--- config.mk ---
export PLATFORM = sky130hd
export DESIGN_NAME = pkt_serial_tx
export DESIGN_NICKNAME = d
export VERILOG_FILES = /design/src/rtl/pkt_serial_tx_pkg.sv /design/src/rtl/pkt_shift_out.sv /design/src/rtl/pkt_serial_tx.sv
export SDC_FILE = /design/constraint.sdc
export NUM_CORES = 1
export LEC_CHECK = 0
export CAP_MARGIN = 40
export CELL_PAD_IN_SITES_DETAIL_PLACEMENT = 1
export CELL_PAD_IN_SITES_GLOBAL_PLACEMENT = 1
export CORE_UTILIZATION = 30
export DETAILED_ROUTE_END_ITERATION = 8
export GPL_TIMING_DRIVEN = 1
export PLACE_DENSITY_LB_ADDON = 0.1
export RECOVER_POWER = 25
export SYNTH_ARGS = -nofsm -noshare
export SYNTH_HDL_FRONTEND = slang
export SYNTH_SLANG_ARGS = --single-unit
--- constraint.sdc ---
create_clock -name clk -period 2.2 [get_ports clk]
set_input_delay 0.55 -clock clk [delete_from_list [all_inputs] [get_ports clk]]
set_output_delay 0.55 -clock clk [all_outputs]
set_load 0.02 [all_outputs]
--- src/rtl/pkt_serial_tx_pkg.sv ---
// Shared types and constants for the my_packet_t serial link.
// Imported by the transmitter, its shifter and the bench.
package pkt_serial_tx_pkg;

    localparam int PKT_W = 12;

    localparam logic [3:0] ID_READ  = 4'hA;
    localparam logic [3:0] ID_WRITE = 4'hB;
    localparam logic [3:0] ID_ERROR = 4'hC;

    localparam logic [1:0] CMD_READ  = 2'b01;
    localparam logic [1:0] CMD_WRITE = 2'b10;

    typedef struct packed {
        logic [3:0] id;
        logic [7:0] data;
    } my_packet_t;

    typedef enum logic [1:0] {
        STATE_IDLE  = 2'd0,
        STATE_READ  = 2'd1,
        STATE_WRITE = 2'd2,
        STATE_ERROR = 2'd3
    } fsm_state_e;

    // Illegal commands carry a fixed error payload, not the caller's data.
    function automatic my_packet_t build_pkt(
        input logic [1:0] cmd,
        input logic [7:0] data,
        input logic [7:0] err_data
    );
        my_packet_t p;
        unique case (cmd)
            CMD_READ:  p = '{id: ID_READ,  data: data};
            CMD_WRITE: p = '{id: ID_WRITE, data: data};
            default:   p = '{id: ID_ERROR, data: err_data};
        endcase
        return p;
    endfunction

endpackage

--- src/rtl/pkt_shift_out.sv ---
// Loadable MSB-first packet shifter with bit counter and done pulse.
// done_o is high during the cycle the last bit is on the line.
module pkt_shift_out
    import pkt_serial_tx_pkg::*;
(
    input  logic       clk,
    input  logic       rst,
    input  logic       load_i,
    input  my_packet_t pkt_i,
    output logic       bit_o,
    output logic       frame_o,
    output logic       done_o
);

    logic [PKT_W-1:0] shreg_q, shreg_d;
    logic [3:0]       cnt_q, cnt_d;

    always_comb begin
        shreg_d = shreg_q;
        cnt_d   = cnt_q;
        if (load_i) begin
            shreg_d = pkt_i;
            cnt_d   = 4'(PKT_W);
        end else if (cnt_q != 4'd0) begin
            shreg_d = {shreg_q[PKT_W-2:0], 1'b0};
            cnt_d   = cnt_q - 4'd1;
        end
    end

    always_ff @(posedge clk) begin
        if (rst) begin
            shreg_q <= '0;
            cnt_q   <= '0;
        end else begin
            shreg_q <= shreg_d;
            cnt_q   <= cnt_d;
        end
    end

    assign frame_o = (cnt_q != 4'd0);
    assign bit_o   = frame_o & shreg_q[PKT_W-1];
    assign done_o  = (cnt_q == 4'd1);

endmodule

--- src/rtl/pkt_serial_tx.sv ---
// Transmit side of the my_packet_t link: command handshake, packet
// build, framed serial output, inter-frame gap and error counter.
module pkt_serial_tx
    import pkt_serial_tx_pkg::*;
#(
    parameter int         GAP_CYCLES = 1,
    parameter logic [7:0] ERR_DATA   = 8'd5
) (
    input  logic       clk,
    input  logic       rst,
    input  logic       in_valid,
    output logic       in_ready,
    input  logic [1:0] in_cmd,
    input  logic [7:0] in_data,
    output logic       tx_frame,
    output logic       tx_bit,
    output fsm_state_e out_state,
    output logic [7:0] err_count
);

    fsm_state_e state_q, state_d;
    logic [3:0] gap_q, gap_d;
    logic [7:0] err_q, err_d;
    logic       accept;
    logic       done;
    my_packet_t pkt;

    assign in_ready = (state_q == STATE_IDLE) && (gap_q == 4'd0);
    assign accept   = in_valid && in_ready;
    assign pkt      = build_pkt(in_cmd, in_data, ERR_DATA);

    always_comb begin
        state_d = state_q;
        unique case (state_q)
            STATE_IDLE: begin
                if (accept) begin
                    unique case (in_cmd)
                        CMD_READ:  state_d = STATE_READ;
                        CMD_WRITE: state_d = STATE_WRITE;
                        default:   state_d = STATE_ERROR;
                    endcase
                end
            end
            STATE_READ, STATE_WRITE, STATE_ERROR: begin
                if (done) state_d = STATE_IDLE;
            end
            default: state_d = STATE_IDLE;
        endcase
    end

    // Gap loads as the last bit leaves so in_ready waits GAP_CYCLES more.
    always_comb begin
        gap_d = gap_q;
        if (done) begin
            gap_d = 4'(GAP_CYCLES);
        end else if (gap_q != 4'd0) begin
            gap_d = gap_q - 4'd1;
        end
    end

    always_comb begin
        err_d = err_q;
        if (accept && pkt.id == ID_ERROR && err_q != 8'hFF) begin
            err_d = err_q + 8'd1;
        end
    end

    always_ff @(posedge clk) begin
        if (rst) begin
            state_q <= STATE_IDLE;
            gap_q   <= '0;
            err_q   <= '0;
        end else begin
            state_q <= state_d;
            gap_q   <= gap_d;
            err_q   <= err_d;
        end
    end

    pkt_shift_out u_shift (
        .clk     (clk),
        .rst     (rst),
        .load_i  (accept),
        .pkt_i   (pkt),
        .bit_o   (tx_bit),
        .frame_o (tx_frame),
        .done_o  (done)
    );

    assign out_state = state_q;
    assign err_count = err_q;

endmodule

==> results.ini, run 1 <==
[synthesis]
post-synth-top-area-fraction_pct=40.10
synth_cell_type_count=41
syn-cell-area_um2=1498
synth_area_leader_cell=dfxtp_1
yosysWarnings=0
ys.flop_type=dfxtp_1
synthesis.nets=189
top_cells_by_area_in_the_synthesized_netlist=dfxtp_1 40%, ha_1 8.4%, a21oi_1 4.7%
gate_count_of_the_mapped_netlist=166
postSynthRegisterBits=30
post_synth.cell_area_avg_um2=9.022
synth-async-reset-ratio_pct=0
synth_enable_flop_cells=0
seq_area_frac_synth_pct=40.10

[worst_hold_path]
hp-class=flop to flop
holdPathEnd=u_shift.shreg_q[11]$_SDFFE_PP0P_
hold_path.startpoint=u_shift.shreg_q[10]$_SDFFE_PP0P_
timing.hold.worst_path_depth=2

[grt]
grt_util_all_layers_pct=16.16
first_global_vias=1399
grt_pass1_wl_um=6506
largest_net_degree_at_the_start_of_global_routing=22
grt-ovfl-total=0
antenna_found_initial=0

[floorplan]
placementRows=25
chipWidth_um=72.66
die_height_um=72.66
design.core.area_um2=4755
ios=26
die_ar_um2=5279
initial_utilization_pct=31.50

[detailed_routing]
ant_nets=0
detail_route.iter0.violations=77
routed_via_density=5.026
router_iterations_before_antenna_repair=4
post-route-drc-count=0
via_count=1357
wl_um=3921
post_drt_wl_per_cell_um=14.52

[placement]
placed_cells=261
postPlaceCellArea_um2=1878
place.port_buffers=25
finalWeightedCongestion=0.7403
dpl.hpwl_um=2911

[timing]
clock_skew_ps=8.568
tightest_slew_ps=603.7
final_hold_viol_count=0
rsz0062_at_grt=false
relSlewSlack_pct=59.60
min_period_over_period_pct=93.63
max_freq_ghz=0.4855
period_needed_ps=2060
finalSetupViolCount=0
drv_slew=0

[layout]
finalNetCount=225
stdcell_area_um2=1991
post_route_cells_drive_above_1_share_pct=14.29
antenna-diode-count=0
fillerInstances=555
mostFrequentLayoutCells=29 x dfxtp_1, 20 x clkdlybuf4s50_1, 15 x nand2_1
instances_no_fill=270
flow.area_growth_from_synthesis_pct=32.92
layout.cells.most_common=dfxtp_1

[worst_setup_path]
crit_type=primary input to flop
cp_data_arrival_time_ps=2280
crit_fanout=8
r2r_slack_ps=180
chain_of_cells_forming_the_critical_path=clkdlybuf4s50_1 > inv_1 > ha_1 > nand4_4 > buf_4 > or3_1 > a21oi_1
critical_path_required_ps=2420
setup.worst_path.end_class=flop
timing.reg2reg.worst_path_depth=8
cp_slowest_cell=clkdlybuf4s50_1
worst_setup_path_start_kind=primary input
crit_path_max_incr_delay_ps=490
reg2reg_from=u_shift.cnt_q[0]$_SDFFE_PP0P_
r2r_end=u_shift.shreg_q[10]$_SDFFE_PP0P_

[clock_tree]
clock-root-buffer=clkbuf_8
cts_inserted_buffers=5
cts_tree=yes
clockBufferDepth=2
htree_levels=2
cts.sink_count=30
worst_setup_hold_path_clk_slew_ps=70
clock_latency_of_the_later_clocked_register_in_the_worst_skew_pair_ps=280

[pwr]
power.switching_w=0.0009432
post-layout-total-power_w=0.002364
p_leak_nw=0.7251
pwr_cell_area_nw_per_um2=1188
internal_power_w=0.001421
pwr-share-seq_pct=33.9
irDropWorstVdd_uv=522.0
comb_power_share_pct=46.2
part_of_the_total_power_dissipated_in_the_clock_network_pct=19.9
sw_frac_of_total_pct=39.89

[outcome]
status=complete, no violations

[run]
max_cap_violations=0

## layout make-up
class	count	area, um^2	share of cell area (%)
Tap cell	67	83.83	4.211
Multi-Input combinational cell	120	857.1	43.05
Sequential cell	30	601.8	30.23
Timing Repair Buffer	36	322.8	16.22
Clock inverter	1	5.005	0.2514
Inverter	9	33.78	1.697
Clock buffer	7	86.33	4.337
## synthesized netlist by cell type, drive strengths merged (3+ instances only)
cell type and instances:
nor2 12, o31ai 4, nand3 5, clkbuf 5
or3 3, nand4 3, nor4 4, inv 9
nand2 15, mux2i 5, ha 10, and2 3
dfxtp 30, o2bb2ai 5, a21oi 14, a311oi 4
or4 4, xnor2 4, nor3 5
## how the worst max path moves through the flow
stage                             startpoint  cells past startpoint                         to  slack, ps
5_1_grt                            in_cmd[0]                      6  err_count[3]$_SDFFE_PP0P_         10
3_5_place_dp                       in_cmd[0]                      7  err_count[0]$_SDFFE_PP0P_       -210
3_3_place_gp                       in_cmd[0]                      7  err_count[7]$_SDFFE_PP0P_       -120
6_report                           in_cmd[0]                      7  err_count[0]$_SDFFE_PP0P_        140
4_1_cts        u_shift.cnt_q[0]$_SDFFE_PP0P_                      6                     tx_bit          8
2_1_floorplan  u_shift.cnt_q[0]$_SDFFE_PP0P_                      5                     tx_bit        300
## layer usage
metal,part of all wire [%],global-route usage (%)
met5,0,0
met4,1.7,6.536
met3,3.0,4.420
met2,47,26.90
met1,49,19.73
## worst max-delay path, delay by kind of cell
| kind | cells | cell delay, ps |
|---|---|---|
| buffers and inverters | 3 | 750 |
| and+or+nand+nor | 2 | 470 |
| adders and majority gates | 1 | 340 |
| AOI/OAI and AO/OA | 1 | 150 |
## kinds of logic after synthesis
logic type	count (synthesis)	share of synthesized area [%]
XOR/XNOR	5	2.924
flip-flops	30	40.10
AO/OA/AOI/OAI	36	16.21
AND/OR/NAND/NOR	63	24.14
buffers and inverters	16	4.177
multiplexers	6	4.094
adder cells (fa/ha/maj)	10	8.354
## sequential cells by signal, summed over array words and instances (netlist names)
register / count
u_shift.cnt_q: 4
err_count: 8
u_shift.shreg_q: 12
gap_q: 4
out_state: 2
## metrics by stage
stage / hold slack (ps) / utilization (%) / worst slack, ps / setup TNS (ps)
after CTS: 488.0 / 41.68 / 7.700 / 0
after global placement: 470.8 / 39.50 / -119.4 / -659.1
after detailed placement: 478.7 / 39.50 / -207.4 / -1448
after floorplan: 451.9 / - / 297.0 / 0
after global routing: 501.9 / 41.87 / 10.76 / 0
final: 486.1 / 41.87 / 140.1 / 0
## repair_timing
action / CTS / global route
endpoints found under the setup margin: 3 / 5
setup buffers: 1 / 0
gates resized for setup: 6 / 4
hold buffers: 0 / 0
## power by group through the flow
stage	clock network [W]	logic, W	registers (W)
floorplan	0	0.000719	0.000796
global placement	0	0.00105	0.000795
detailed placement	0	0.00109	0.000805
CTS	0.000486	0.00110	0.000801
global route	0.000506	0.00121	0.000825
finish	0.000470	0.00109	0.000803
Note: power is estimated with default switching activity, not from simulation.
==> run 2: changes to the inputs <==
--- a/config.mk
+++ b/config.mk
@@ -8,6 +8,7 @@
 export CAP_MARGIN = 40
 export CELL_PAD_IN_SITES_DETAIL_PLACEMENT = 1
 export CELL_PAD_IN_SITES_GLOBAL_PLACEMENT = 1
+export CORE_MARGIN = 2
 export CORE_UTILIZATION = 30
 export DETAILED_ROUTE_END_ITERATION = 8
 export GPL_TIMING_DRIVEN = 1
==> run 2 against run 1 <==
  * Worst hold slack got worse by 4.6 ps
  * Setup slack got worse by 46 ps
  * Final cell count unchanged
  * Clock skew decreased by 1.6 ps
  * Maximum frequency decreased by 2.2%
  * Clock-buffer cell count decreased by 1
  * Sequential power decreased by 0.6%
  * Critical path type unchanged
==> results.ini, run 2 (synthesized netlist as in run 1, its figures left out) <==
[outcome]
status=complete, no violations

[grt]
grt_pass1_wl_um=6879  ; +5.7%
antenna_found_initial=0  ; unchanged
grt-ovfl-total=0  ; unchanged
largest_net_degree_at_the_start_of_global_routing=23  ; +4.5%
grt_util_all_layers_pct=16.25  ; +0.084 points
first_global_vias=1456  ; +4.1%

[layout]
post_route_cells_drive_above_1_share_pct=13.30  ; -0.99 points
fraction_of_the_core_area_covered_by_cells_at_the_end_of_the_flow_pct=41.79  ; -0.079 points
finalNetCount=225  ; unchanged
seqCellArea_um2=600.6  ; -0.21%
regMostFlops=u_shift.shreg_q
mostFrequentLayoutCells=30 x dfxtp_1, 19 x clkdlybuf4s50_1, 15 x nand2_1
layout.cells.most_common=dfxtp_1
flow.area_growth_from_synthesis_pct=32.67
number_of_flip_flops_in_the_largest_register=12  ; unchanged
antenna-diode-count=0  ; unchanged
multi_input_comb_area_um2=857.1  ; unchanged
fillerInstances=562  ; +1.3%

[detailed_routing]
wl_um=3937  ; +0.41%
via_count=1383  ; +1.9%
post_drt_wl_per_cell_um=14.58  ; +0.41%
router_iterations_before_antenna_repair=4  ; unchanged
routed_via_density=5.122  ; +1.9%
detail_route.iter0.violations=28  ; -64%
post-route-drc-count=0  ; unchanged
ant_nets=0  ; unchanged

[floorplan]
design.core.area_um2=4755  ; unchanged
die_height_um=74.66  ; +2.8%
placementRows=25  ; unchanged
initial_utilization_pct=31.50  ; unchanged
ios=26  ; unchanged
die_ar_um2=5573  ; +5.6%
chipWidth_um=74.66  ; +2.8%

[timing]
max_freq_ghz=0.4749  ; -2.2%
relSlewSlack_pct=59.23  ; -0.37 points
clock_skew_ps=6.946  ; -1.622 ps
min_period_over_period_pct=95.72  ; +2.1 points
hold_ws_ps=481.5  ; -4.566 ps
rsz0062_at_grt=false
final_hold_viol_count=0  ; unchanged
drv_slew=0  ; unchanged
period_needed_ps=2106  ; +45.85 ps
totalNegativeSetupSlack_ps=0  ; unchanged
tightest_slew_ps=609.3  ; +5.579 ps
finalSetupViolCount=0  ; unchanged

[pwr]
p_leak_nw=0.7206  ; -0.62%
pwr_cell_area_nw_per_um2=1191  ; +0.31%
irDropWorstVdd_uv=668.8  ; +28%

[clock_tree]
clockBufferDepth=2  ; unchanged
cts_inserted_buffers=5  ; unchanged
cts.sink_count=30  ; unchanged
clock-root-buffer=clkbuf_8
cts_tree=yes
htree_levels=2  ; unchanged
clock_latency_of_the_later_clocked_register_in_the_worst_skew_pair_ps=280  ; about the same
cts.hold.buffers_added=0  ; unchanged
worst_setup_hold_path_clk_slew_ps=70  ; about the same

[run]
max_cap_violations=0  ; unchanged

[worst_setup_path]
crit_fanout=7  ; -1
setup.worst_path.end_class=flop
worst_setup_path_start_kind=primary input
crit_type=primary input to flop
cp_data_arrival_time_ps=2250  ; -30 ps
critical_path_required_ps=2340  ; -80 ps

[worst_hold_path]
hp-class=flop to flop

[placement]
finalWeightedCongestion=0.7817  ; +5.6%
place.port_buffers=25  ; unchanged
dpl.hpwl_um=2995  ; +2.9%

-- run 2: where the power goes --
part / switching [W] / total (W) / internal, W
combinational: 0.000606 / 0.00109 / 0.000488
sequential: 0.000116 / 0.000798 / 0.000682
clock: 0.000223 / 0.000475 / 0.000251
total: 0.000946 / 0.00237 / 0.00142
-- run 2: metal layers --
metal  wire length (um)  GRT usage (%)
met5                  0              0
met4                 34          5.754
met3                116          4.016
met2               1820          25.57
met1               1966          21.78
-- run 2: path summary, 6_finish.rpt --
kind,from,end,slack [ps],depth (start not counted)
min,u_shift.shreg_q[11]$_SDFFE_PP0P_,u_shift.shreg_q[11]$_SDFFE_PP0P_,480,2
min reg2reg,u_shift.shreg_q[11]$_SDFFE_PP0P_,u_shift.shreg_q[11]$_SDFFE_PP0P_,480,2
max,in_cmd[0],err_count[7]$_SDFFE_PP0P_,90,7
max reg2reg,gap_q[0]$_SDFFE_PP0P_,err_count[7]$_SDFFE_PP0P_,240,7
-- run 2: final cells by class --
type,count,area share (%)
multi-input cells,120,43.14
flip-flops and latches,30,30.23
repair buffers,36,15.93
well taps,67,4.219
clock buffers,6,4.156
inverters,9,1.700
clock inverters,2,0.6297
-- run 2: worst max-delay path, cell delays in order --
cell             delay (ps)
clkdlybuf4s50_1         480
inv_1                    70
ha_1                    350
nand4_4                 140
buf_4                   190
o41ai_2                 350
a21oi_1                 120
-- run 2: timing repair --
action                     in CTS  in global routing
setup endpoints to repair       3                  6
hold endpoints to repair        0                  0
buffers inserted                0                  1
gates resized for setup         4                  6
-- run 2: stage by stage --
step | std cells | worst slack (ps) | power (W) | area [um^2]
finish | 270 | 94.26 | 0.002367 | 1987
global route | 270 | 11.67 | 0.002570 | 1987
CTS | 269 | 15.33 | 0.002381 | 1976
detailed placement | 261 | -283.9 | 0.001904 | 1878
global placement | 261 | -117.1 | 0.001850 | 1878
floorplan | 166 | 297.0 | 0.001515 | 1498
